<file path="config.mk">
export PLATFORM = sky130hd
export DESIGN_NAME = load_store_unit_flat
export DESIGN_NICKNAME = d
export VERILOG_FILES = /design/src/rtl/core_pkg.sv /design/src/rtl/load_store_unit_if.sv /design/src/rtl/load_store_unit_load_extend.sv /design/src/rtl/load_store_unit.sv /design/src/flat_wrapper.sv
export SDC_FILE = /design/constraint.sdc
export NUM_CORES = 1
export LEC_CHECK = 0
export BUFFER_PORTS_ARGS = -buffer_cell sky130_fd_sc_hd__buf_2
export CAP_MARGIN = 20
export CELL_PAD_IN_SITES_DETAIL_PLACEMENT = 1
export CELL_PAD_IN_SITES_GLOBAL_PLACEMENT = 1
export CORE_MARGIN = 2
export CORE_UTILIZATION = 40
export CTS_CLUSTER_DIAMETER = 50
export DETAILED_ROUTE_END_ITERATION = 8
export MAX_ROUTING_LAYER = met4
export PLACE_DENSITY_LB_ADDON = 0.3
export SLEW_MARGIN = 20
export SYNTH_ARGS = -nofsm -noshare
export SYNTH_HDL_FRONTEND = slang
export SYNTH_SLANG_ARGS = --single-unit
</file>
<file path="constraint.sdc">
create_clock -name clock -period 6.4 [get_ports clock]
set_input_delay 1.28 -clock clock [delete_from_list [all_inputs] [get_ports clock]]
set_output_delay 1.28 -clock clock [all_outputs]
set_load 0.005 [all_outputs]
</file>
<file path="src/rtl/core_pkg.sv">
// Shared core types for the load/store unit: operator codes, LSU FSM states,
// byte-enable constants and helpers for alignment, lane selection and store replication.
package core_pkg;

    typedef enum logic [2:0] {LW, LH, LB, LHU, LBU, SW, SH, SB} load_store_func_code;

    typedef enum logic [1:0] {LSU_IDLE, LSU_REQ, LSU_WAIT} lsu_state_e;

    localparam logic [3:0] BE_BYTE = 4'b0001;
    localparam logic [3:0] BE_HALF = 4'b0011;
    localparam logic [3:0] BE_WORD = 4'b1111;

    function automatic logic is_store(input load_store_func_code op);
        return op inside {SW, SH, SB};
    endfunction

    function automatic logic is_misaligned(input load_store_func_code op, input logic [1:0] off);
        case (op)
            LW, SW:      return off != 2'b00;
            LH, LHU, SH: return off[0];
            default:     return 1'b0;
        endcase
    endfunction

    function automatic logic [3:0] byte_enable(input load_store_func_code op, input logic [1:0] off);
        case (op)
            LB, LBU, SB: return BE_BYTE << off;
            LH, LHU, SH: return BE_HALF << {off[1], 1'b0};
            default:     return BE_WORD;
        endcase
    endfunction

    // Stores replicate the datum into every lane; the byte enables pick the live one.
    function automatic logic [31:0] store_lanes(input load_store_func_code op, input logic [31:0] wdata);
        case (op)
            SB:      return {4{wdata[7:0]}};
            SH:      return {2{wdata[15:0]}};
            default: return wdata;
        endcase
    endfunction

endpackage

</file>
<file path="src/rtl/load_store_unit_if.sv">
// Request/grant/rvalid data-memory bus between the load/store unit (master) and memory (slave).
interface load_store_unit_if;

    logic        data_req_op;
    logic        data_gnt_ip;
    logic [31:0] data_addr_op;
    logic        data_we_op;
    logic [3:0]  data_be_op;
    logic [31:0] data_wdata_op;
    logic        data_rvalid_ip;
    logic [31:0] data_rdata_ip;

    modport master (
        output data_req_op, data_addr_op, data_we_op, data_be_op, data_wdata_op,
        input  data_gnt_ip, data_rvalid_ip, data_rdata_ip
    );

    modport slave (
        input  data_req_op, data_addr_op, data_we_op, data_be_op, data_wdata_op,
        output data_gnt_ip, data_rvalid_ip, data_rdata_ip
    );

endinterface

</file>
<file path="src/rtl/load_store_unit_load_extend.sv">
// Combinational load alignment: shifts the raw word down by the byte offset and
// sign- or zero-extends according to the load operator. Shared with refill paths.
module lsu_load_extend
    import core_pkg::*;
(
    input  logic [31:0]         i_rdata,
    input  logic [1:0]          i_offset,
    input  load_store_func_code i_op,
    output logic [31:0]         o_data
);

    logic [31:0] w_shifted;

    assign w_shifted = i_rdata >> {i_offset, 3'b000};

    always_comb begin
        // NOTE: assign a default first so every path drives o_data and no latch is inferred.
        o_data = w_shifted;
        case (i_op)
            LB:      o_data = {{24{w_shifted[7]}}, w_shifted[7:0]};
            LBU:     o_data = {24'd0, w_shifted[7:0]};
            LH:      o_data = {{16{w_shifted[15]}}, w_shifted[15:0]};
            LHU:     o_data = {16'd0, w_shifted[15:0]};
            default: ;
        endcase
    end

endmodule

</file>
<file path="src/rtl/load_store_unit.sv">
// Execute-stage load/store unit: one transaction at a time on a req/gnt/rvalid bus.
// Define LSU_TIMEOUT_EN to build the bus watchdog (TIMEOUT_CYCLES) and bus_error_op.
module load_store_unit
    import core_pkg::*;
#(
    parameter int unsigned TIMEOUT_CYCLES = 16
) (
    input  logic                clock,
    input  logic                reset,
    input  logic                en_lsu_ip,
    input  load_store_func_code lsu_operator_ip,
    input  logic [31:0]         addr_ip,
    input  logic                addr_valid_ip,
    input  logic [31:0]         wdata_ip,
    load_store_unit_if.master   bus,
    output logic [31:0]         mem_data_op,
    output logic                mem_data_valid_op,
    output logic                store_done_op,
    output logic                misaligned_op,
    output logic                bus_error_op,
    output logic                lsu_busy_op
);

    lsu_state_e          r_state;
    load_store_func_code r_op;
    logic [1:0]          r_offset;
    logic                r_req;
    logic                r_we;
    logic [3:0]          r_be;
    logic [31:0]         r_addr;
    logic [31:0]         r_wdata;
    logic [31:0]         r_mem_data;
    logic                r_mem_valid;
    logic                r_store_done;
    logic                r_misaligned;

    logic                w_accept;
    logic                w_abort;
    logic [31:0]         w_load_data;

    assign w_accept = (r_state == LSU_IDLE) && en_lsu_ip && addr_valid_ip;

    lsu_load_extend u_load_extend (
        .i_rdata  (bus.data_rdata_ip),
        .i_offset (r_offset),
        .i_op     (r_op),
        .o_data   (w_load_data)
    );

`ifdef LSU_TIMEOUT_EN
    localparam int unsigned CNT_W = $clog2(TIMEOUT_CYCLES + 1);

    logic [CNT_W-1:0] r_cnt;
    logic             r_bus_error;
    logic             w_progress;

    // A grant or response arriving on the expiry cycle still wins over the abort.
    assign w_progress = ((r_state == LSU_REQ)  && bus.data_gnt_ip) ||
                        ((r_state == LSU_WAIT) && bus.data_rvalid_ip);
    assign w_abort    = (r_state != LSU_IDLE) && (r_cnt == CNT_W'(TIMEOUT_CYCLES)) && !w_progress;

    always_ff @(posedge clock or posedge reset) begin
        if (reset) begin
            r_cnt       <= '0;
            r_bus_error <= 1'b0;
        end else begin
            r_bus_error <= w_abort;
            if ((r_state == LSU_IDLE) || w_progress || w_abort) r_cnt <= '0;
            else                                                r_cnt <= r_cnt + CNT_W'(1);
        end
    end

    assign bus_error_op = r_bus_error;
`else
    logic w_unused_timeout;

    assign w_unused_timeout = (TIMEOUT_CYCLES != 0);
    assign w_abort          = 1'b0;
    assign bus_error_op     = 1'b0;
`endif

    always_ff @(posedge clock or posedge reset) begin
        if (reset) begin
            r_state      <= LSU_IDLE;
            r_op         <= LW;
            r_offset     <= '0;
            r_req        <= 1'b0;
            r_we         <= 1'b0;
            r_be         <= '0;
            r_addr       <= '0;
            r_wdata      <= '0;
            r_mem_data   <= '0;
            r_mem_valid  <= 1'b0;
            r_store_done <= 1'b0;
            r_misaligned <= 1'b0;
        end else begin
            // NOTE: non-blocking assignments so every register samples pre-edge values.
            r_mem_valid  <= 1'b0;
            r_store_done <= 1'b0;
            r_misaligned <= 1'b0;
            case (r_state)
                LSU_IDLE: begin
                    if (w_accept) begin
                        if (is_misaligned(lsu_operator_ip, addr_ip[1:0])) begin
                            r_misaligned <= 1'b1;
                        end else begin
                            r_state  <= LSU_REQ;
                            r_req    <= 1'b1;
                            r_op     <= lsu_operator_ip;
                            r_offset <= addr_ip[1:0];
                            r_addr   <= {addr_ip[31:2], 2'b00};
                            r_we     <= is_store(lsu_operator_ip);
                            r_be     <= byte_enable(lsu_operator_ip, addr_ip[1:0]);
                            r_wdata  <= store_lanes(lsu_operator_ip, wdata_ip);
                        end
                    end
                end
                LSU_REQ: begin
                    if (bus.data_gnt_ip) begin
                        r_state <= LSU_WAIT;
                        r_req   <= 1'b0;
                    end else if (w_abort) begin
                        r_state <= LSU_IDLE;
                        r_req   <= 1'b0;
                    end
                end
                LSU_WAIT: begin
                    if (bus.data_rvalid_ip) begin
                        r_state <= LSU_IDLE;
                        if (r_we) begin
                            r_store_done <= 1'b1;
                        end else begin
                            r_mem_data  <= w_load_data;
                            r_mem_valid <= 1'b1;
                        end
                    end else if (w_abort) begin
                        r_state <= LSU_IDLE;
                    end
                end
                default: begin
                    r_state <= LSU_IDLE;
                    r_req   <= 1'b0;
                end
            endcase
        end
    end

    assign bus.data_req_op   = r_req;
    assign bus.data_addr_op  = r_addr;
    assign bus.data_we_op    = r_we;
    assign bus.data_be_op    = r_be;
    assign bus.data_wdata_op = r_wdata;

    assign mem_data_op       = r_mem_data;
    assign mem_data_valid_op = r_mem_valid;
    assign store_done_op     = r_store_done;
    assign misaligned_op     = r_misaligned;
    assign lsu_busy_op       = (r_state != LSU_IDLE);

endmodule

</file>
<file path="src/flat_wrapper.sv">
// flat-port wrapper written by rule: the top's interface ports become plain ports
module load_store_unit_flat import core_pkg::*;
#(
    parameter int unsigned TIMEOUT_CYCLES = 16
)
  (clock, reset, en_lsu_ip, lsu_operator_ip, addr_ip, addr_valid_ip, wdata_ip, mem_data_op, mem_data_valid_op, store_done_op, misaligned_op, bus_error_op, lsu_busy_op, bus_data_req_op, bus_data_addr_op, bus_data_we_op, bus_data_be_op, bus_data_wdata_op, bus_data_gnt_ip, bus_data_rvalid_ip, bus_data_rdata_ip);
  load_store_unit_if bus_i ();
  input  logic clock;
  input  logic reset;
  input  logic en_lsu_ip;
  input  load_store_func_code lsu_operator_ip;
  input  logic [31:0] addr_ip;
  input  logic addr_valid_ip;
  input  logic [31:0] wdata_ip;
  output logic [31:0] mem_data_op;
  output logic mem_data_valid_op;
  output logic store_done_op;
  output logic misaligned_op;
  output logic bus_error_op;
  output logic lsu_busy_op;
  output wire logic [$bits(bus_i.data_req_op)-1:0] bus_data_req_op;
  output wire logic [$bits(bus_i.data_addr_op)-1:0] bus_data_addr_op;
  output wire logic [$bits(bus_i.data_we_op)-1:0] bus_data_we_op;
  output wire logic [$bits(bus_i.data_be_op)-1:0] bus_data_be_op;
  output wire logic [$bits(bus_i.data_wdata_op)-1:0] bus_data_wdata_op;
  input wire logic [$bits(bus_i.data_gnt_ip)-1:0] bus_data_gnt_ip;
  input wire logic [$bits(bus_i.data_rvalid_ip)-1:0] bus_data_rvalid_ip;
  input wire logic [$bits(bus_i.data_rdata_ip)-1:0] bus_data_rdata_ip;
  assign bus_data_req_op = bus_i.data_req_op;
  assign bus_data_addr_op = bus_i.data_addr_op;
  assign bus_data_we_op = bus_i.data_we_op;
  assign bus_data_be_op = bus_i.data_be_op;
  assign bus_data_wdata_op = bus_i.data_wdata_op;
  assign bus_i.data_gnt_ip = bus_data_gnt_ip;
  assign bus_i.data_rvalid_ip = bus_data_rvalid_ip;
  assign bus_i.data_rdata_ip = bus_data_rdata_ip;
  load_store_unit #(.TIMEOUT_CYCLES(TIMEOUT_CYCLES)) u_core (.clock(clock), .reset(reset), .en_lsu_ip(en_lsu_ip), .lsu_operator_ip(lsu_operator_ip), .addr_ip(addr_ip), .addr_valid_ip(addr_valid_ip), .wdata_ip(wdata_ip), .bus(bus_i), .mem_data_op(mem_data_op), .mem_data_valid_op(mem_data_valid_op), .store_done_op(store_done_op), .misaligned_op(misaligned_op), .bus_error_op(bus_error_op), .lsu_busy_op(lsu_busy_op));
endmodule
</file>
==> flow_metrics.tcl <==
set metrics [dict create \
    slew_headroom_pct 47.0 \
    routed_wl_mm 14.2 \
    status "completed" \
    syn-cell-area_um2 5190 \
    p_leak_nw 3.31 \
    synth-seq-area-share_pct 53.0 \
    drc 0 \
    grt_pass1_wl_mm 23.7 \
    reg2reg_slack_ps 3810 \
    drt-initial-drc-count 161 \
    detail_route.wl_per_cell_um 17.5 \
    fmax_ghz 0.295 \
    clk_pin_slew_ps 70 \
    setup_tns_ps 0 \
    num_antenna_cells 0 \
    clock_latency_ps 350 \
    endpoint_kind "register" \
    gp_congestion 0.827 \
    first_pass_iters 4 \
    grt_pass1_vias 4528 \
    crit_chain "buf_2 -> and2_1 -> o21ai_2 -> a21oi_4 -> buf_4 -> mux2_2" \
    criticalPathCategory "input port to register" \
    rows 41 \
    critPathMaxFanout 63 \
    clockBufferDepth 2 \
    dp_cells 793 \
    portBuffers 208 \
    timing.final.crit_share_pct 52.9 \
    rsz0062_at_grt "false" \
    critPathArrivalTime_ps 3620 \
    dieArea_um2 13900 \
    tightest_slew_ps 793 \
    hp-class "register to register" \
    cts_tree "yes" \
    cp.required_ps 6640 \
    avgSynthCellArea_um2 11.8 \
    cts_buffers 9 \
    fin_cells 809 \
    syn_to_final_growth_pct 27.1 \
    ys_top_cells_by_area "dfrtp_1 53%, mux2_2 17%, mux2i_1 5.4%, nand2_1 3.9%, a221o_1 3.1%" \
    yosysUniqueCellTypes 41 \
    fillers 1443 \
    syn_inst 439 \
    num-nets-final 737 \
    cts_resized 0 \
    min_period_ps 3380 \
    ctsHtreeMaxLevel 3 \
    drive_above_1_share_pct 49.0 \
    die_width_um 118 \
    crit_family "buffers and inverters" \
    setup_viol 0 \
    drv_cap 0 \
    ys_ff_latch 110 \
    initial_core_util_pct 41.0 \
    dpl.hpwl_mm 10.4 \
    antenna_left 0 \
    hold_viol_final 0 \
    via_per_inst 5.06 \
    ys_warn_count 0 \
    antenna_found_initial 0 \
    overflow 0 \
    core_area_um2 12700 \
    slowest_delay_ps 690 \
    clock_skew_ps 5.09 \
    cp-start-kind "input port" \
    clock-sinks 110 \
    synth_top_area_share_pct 53.0 \
    yosysTopAreaCell "dfrtp_1" \
    grt_max_degree 64 \
    finalMaxSlewViolations 0 \
    critPathBufInv 2 \
    cts_root_buf "clkbuf_16" \
    post_cts_buffers 0 \
    power_density_nw_per_um2 391 \
    cts_hold_buffers 0 \
    io_pins 212 \
    vias 4096 \
    slowest_stage "buf_4" \
    die_h_um 118 \
    track_usage_pct 21.8 \
    peakVddDrop_mv 0.165 \
]
==> worst reg2reg max path: stages, from the launching register on <==
cell     delay [ps]
dfrtp_1         450
nor2_1          240
nand3_1         240
a21oi_4         390
buf_4           690
mux2_2          470
==> cell usage after synthesis, drive strengths merged <==
| cell | number |
|---|---|
| nand3b | 8 |
| nor3 | 1 |
| a21oi | 19 |
| nand2 | 54 |
| o22a | 5 |
| a211o | 1 |
| and2b | 1 |
| o21ai | 28 |
| and2 | 1 |
| nor2b | 2 |
| mux2 | 82 |
| nor2 | 22 |
| clkbuf | 13 |
| and3 | 2 |
| o211a | 1 |
| nand4bb | 1 |
| nand2b | 5 |
| o22ai | 1 |
| o311ai | 1 |
| a21boi | 2 |
| xor2 | 1 |
| nand3 | 1 |
| or3 | 1 |
| o221ai | 1 |
| xnor2 | 1 |
| a211oi | 1 |
| conb | 1 |
| a221o | 16 |
| a21o | 3 |
| buf | 19 |
| mux2i | 28 |
| dfrtp | 110 |
| inv | 6 |
==> path summary, 6_finish.rpt <==
check,start,endpoint,cells past startpoint
max reg2reg,u_core.r_state[0]$_DFFE_PP0P_,u_core.bus.data_addr_op[7]$_DFFE_PP0P_,5
max,lsu_operator_ip[2],u_core.bus.data_addr_op[7]$_DFFE_PP0P_,6
min in group asynchronous,reset,u_core.bus.data_addr_op[11]$_DFFE_PP0P_,2
min reg2reg,u_core.mem_data_op[0]$_DFFE_PP0P_,u_core.mem_data_op[0]$_DFFE_PP0P_,2
min,u_core.mem_data_op[0]$_DFFE_PP0P_,u_core.mem_data_op[0]$_DFFE_PP0P_,2
max in group asynchronous,reset,u_core.r_offset[1]$_DFFE_PP0P_,3
==> metal layers <==
| metal | routed length (µm) | share of wire (%) | up-vias | track usage, % |
|---|---|---|---|---|
| li1 | - | - | 1928 | - |
| met1 | 6000 | 42 | 2033 | 26.0 |
| met2 | 7170 | 51 | 125 | 36.6 |
| met3 | 841 | 5.9 | 10 | 5.28 |
| met4 | 177 | 1.2 | 0 | 6.55 |
| met5 | 0 | 0 | - | - |
==> power breakdown <==
group          internal [W]  total [W]  switching, W
sequential         0.000963    0.00114      0.000181
clock              0.000317   0.000567      0.000250
combinational      0.000475   0.000872      0.000397
==> placed cells by master, fill, tap and decap left out, types with 3 or more instances in the layout <==
cell type  count
nand2b_1       5
o22a_1         5
a221o_1       16
mux2i_1       28
o21ai_0       27
dfrtp_1      109
a21oi_1       18
buf_4          4
mux2_2        78
clkbuf_8       5
a21o_1         3
clkbuf_16      9
nor2_1        22
nand3b_1       8
mux2_1         4
nand2_1       54
conb_1         3
buf_2        208
inv_1          4
==> cell families after synthesis <==
group           share of synthesized area, %
simple gates                            8.53
flops                                   53.0
compound gates                          10.7
mux                                     23.2
xor+xnor                               0.337
buf+inv                                 4.22
other cells                           0.0722
==> flip-flops by register name, indices dropped and copies added, names as in the netlist <==
signal and cells:
u_core.bus.data_wdata_op 32, u_core.mem_data_op 32, u_core.bus.data_addr_op 30, u_core.bus.data_be_op 4, u_core.r_op 3, u_core.r_offset 2, u_core.r_state 2, u_core.bus.data_req_op 1
u_core.bus.data_we_op 1, u_core.mem_data_valid_op 1, u_core.misaligned_op 1, u_core.store_done_op 1
==> area by class of cell <==
class / count / area (µm²) / share of cell area [%]
sequential: 110 / 2750 / 41.7
multi-input combinational: 293 / 2230 / 33.8
timing repair buffer: 212 / 1070 / 16.2
clock buffer: 14 / 294 / 4.45
tap: 172 / 215 / 3.26
inverter: 6 / 25.0 / 0.379
clock inverter: 2 / 12.5 / 0.190
==> stage by stage <==
| step | hold WS [ps] | cell area (µm²) | setup WS (ps) | utilization [%] | total power, W |
|---|---|---|---|---|---|
| finish | 484 | 6600 | 3020 | 52.1 | 0.00258 |
| global route | 511 | 6600 | 2900 | 52.1 | 0.00277 |
| CTS | 488 | 6600 | 3020 | 52.1 | 0.00263 |
| detailed placement | 471 | 6290 | 2630 | 49.7 | 0.00204 |
| global placement | 461 | 6290 | 2770 | 49.7 | 0.00200 |
| floorplan | 470 | 5200 | 2220 | - | 0.00161 |
Power figures use the tool's default switching activity.
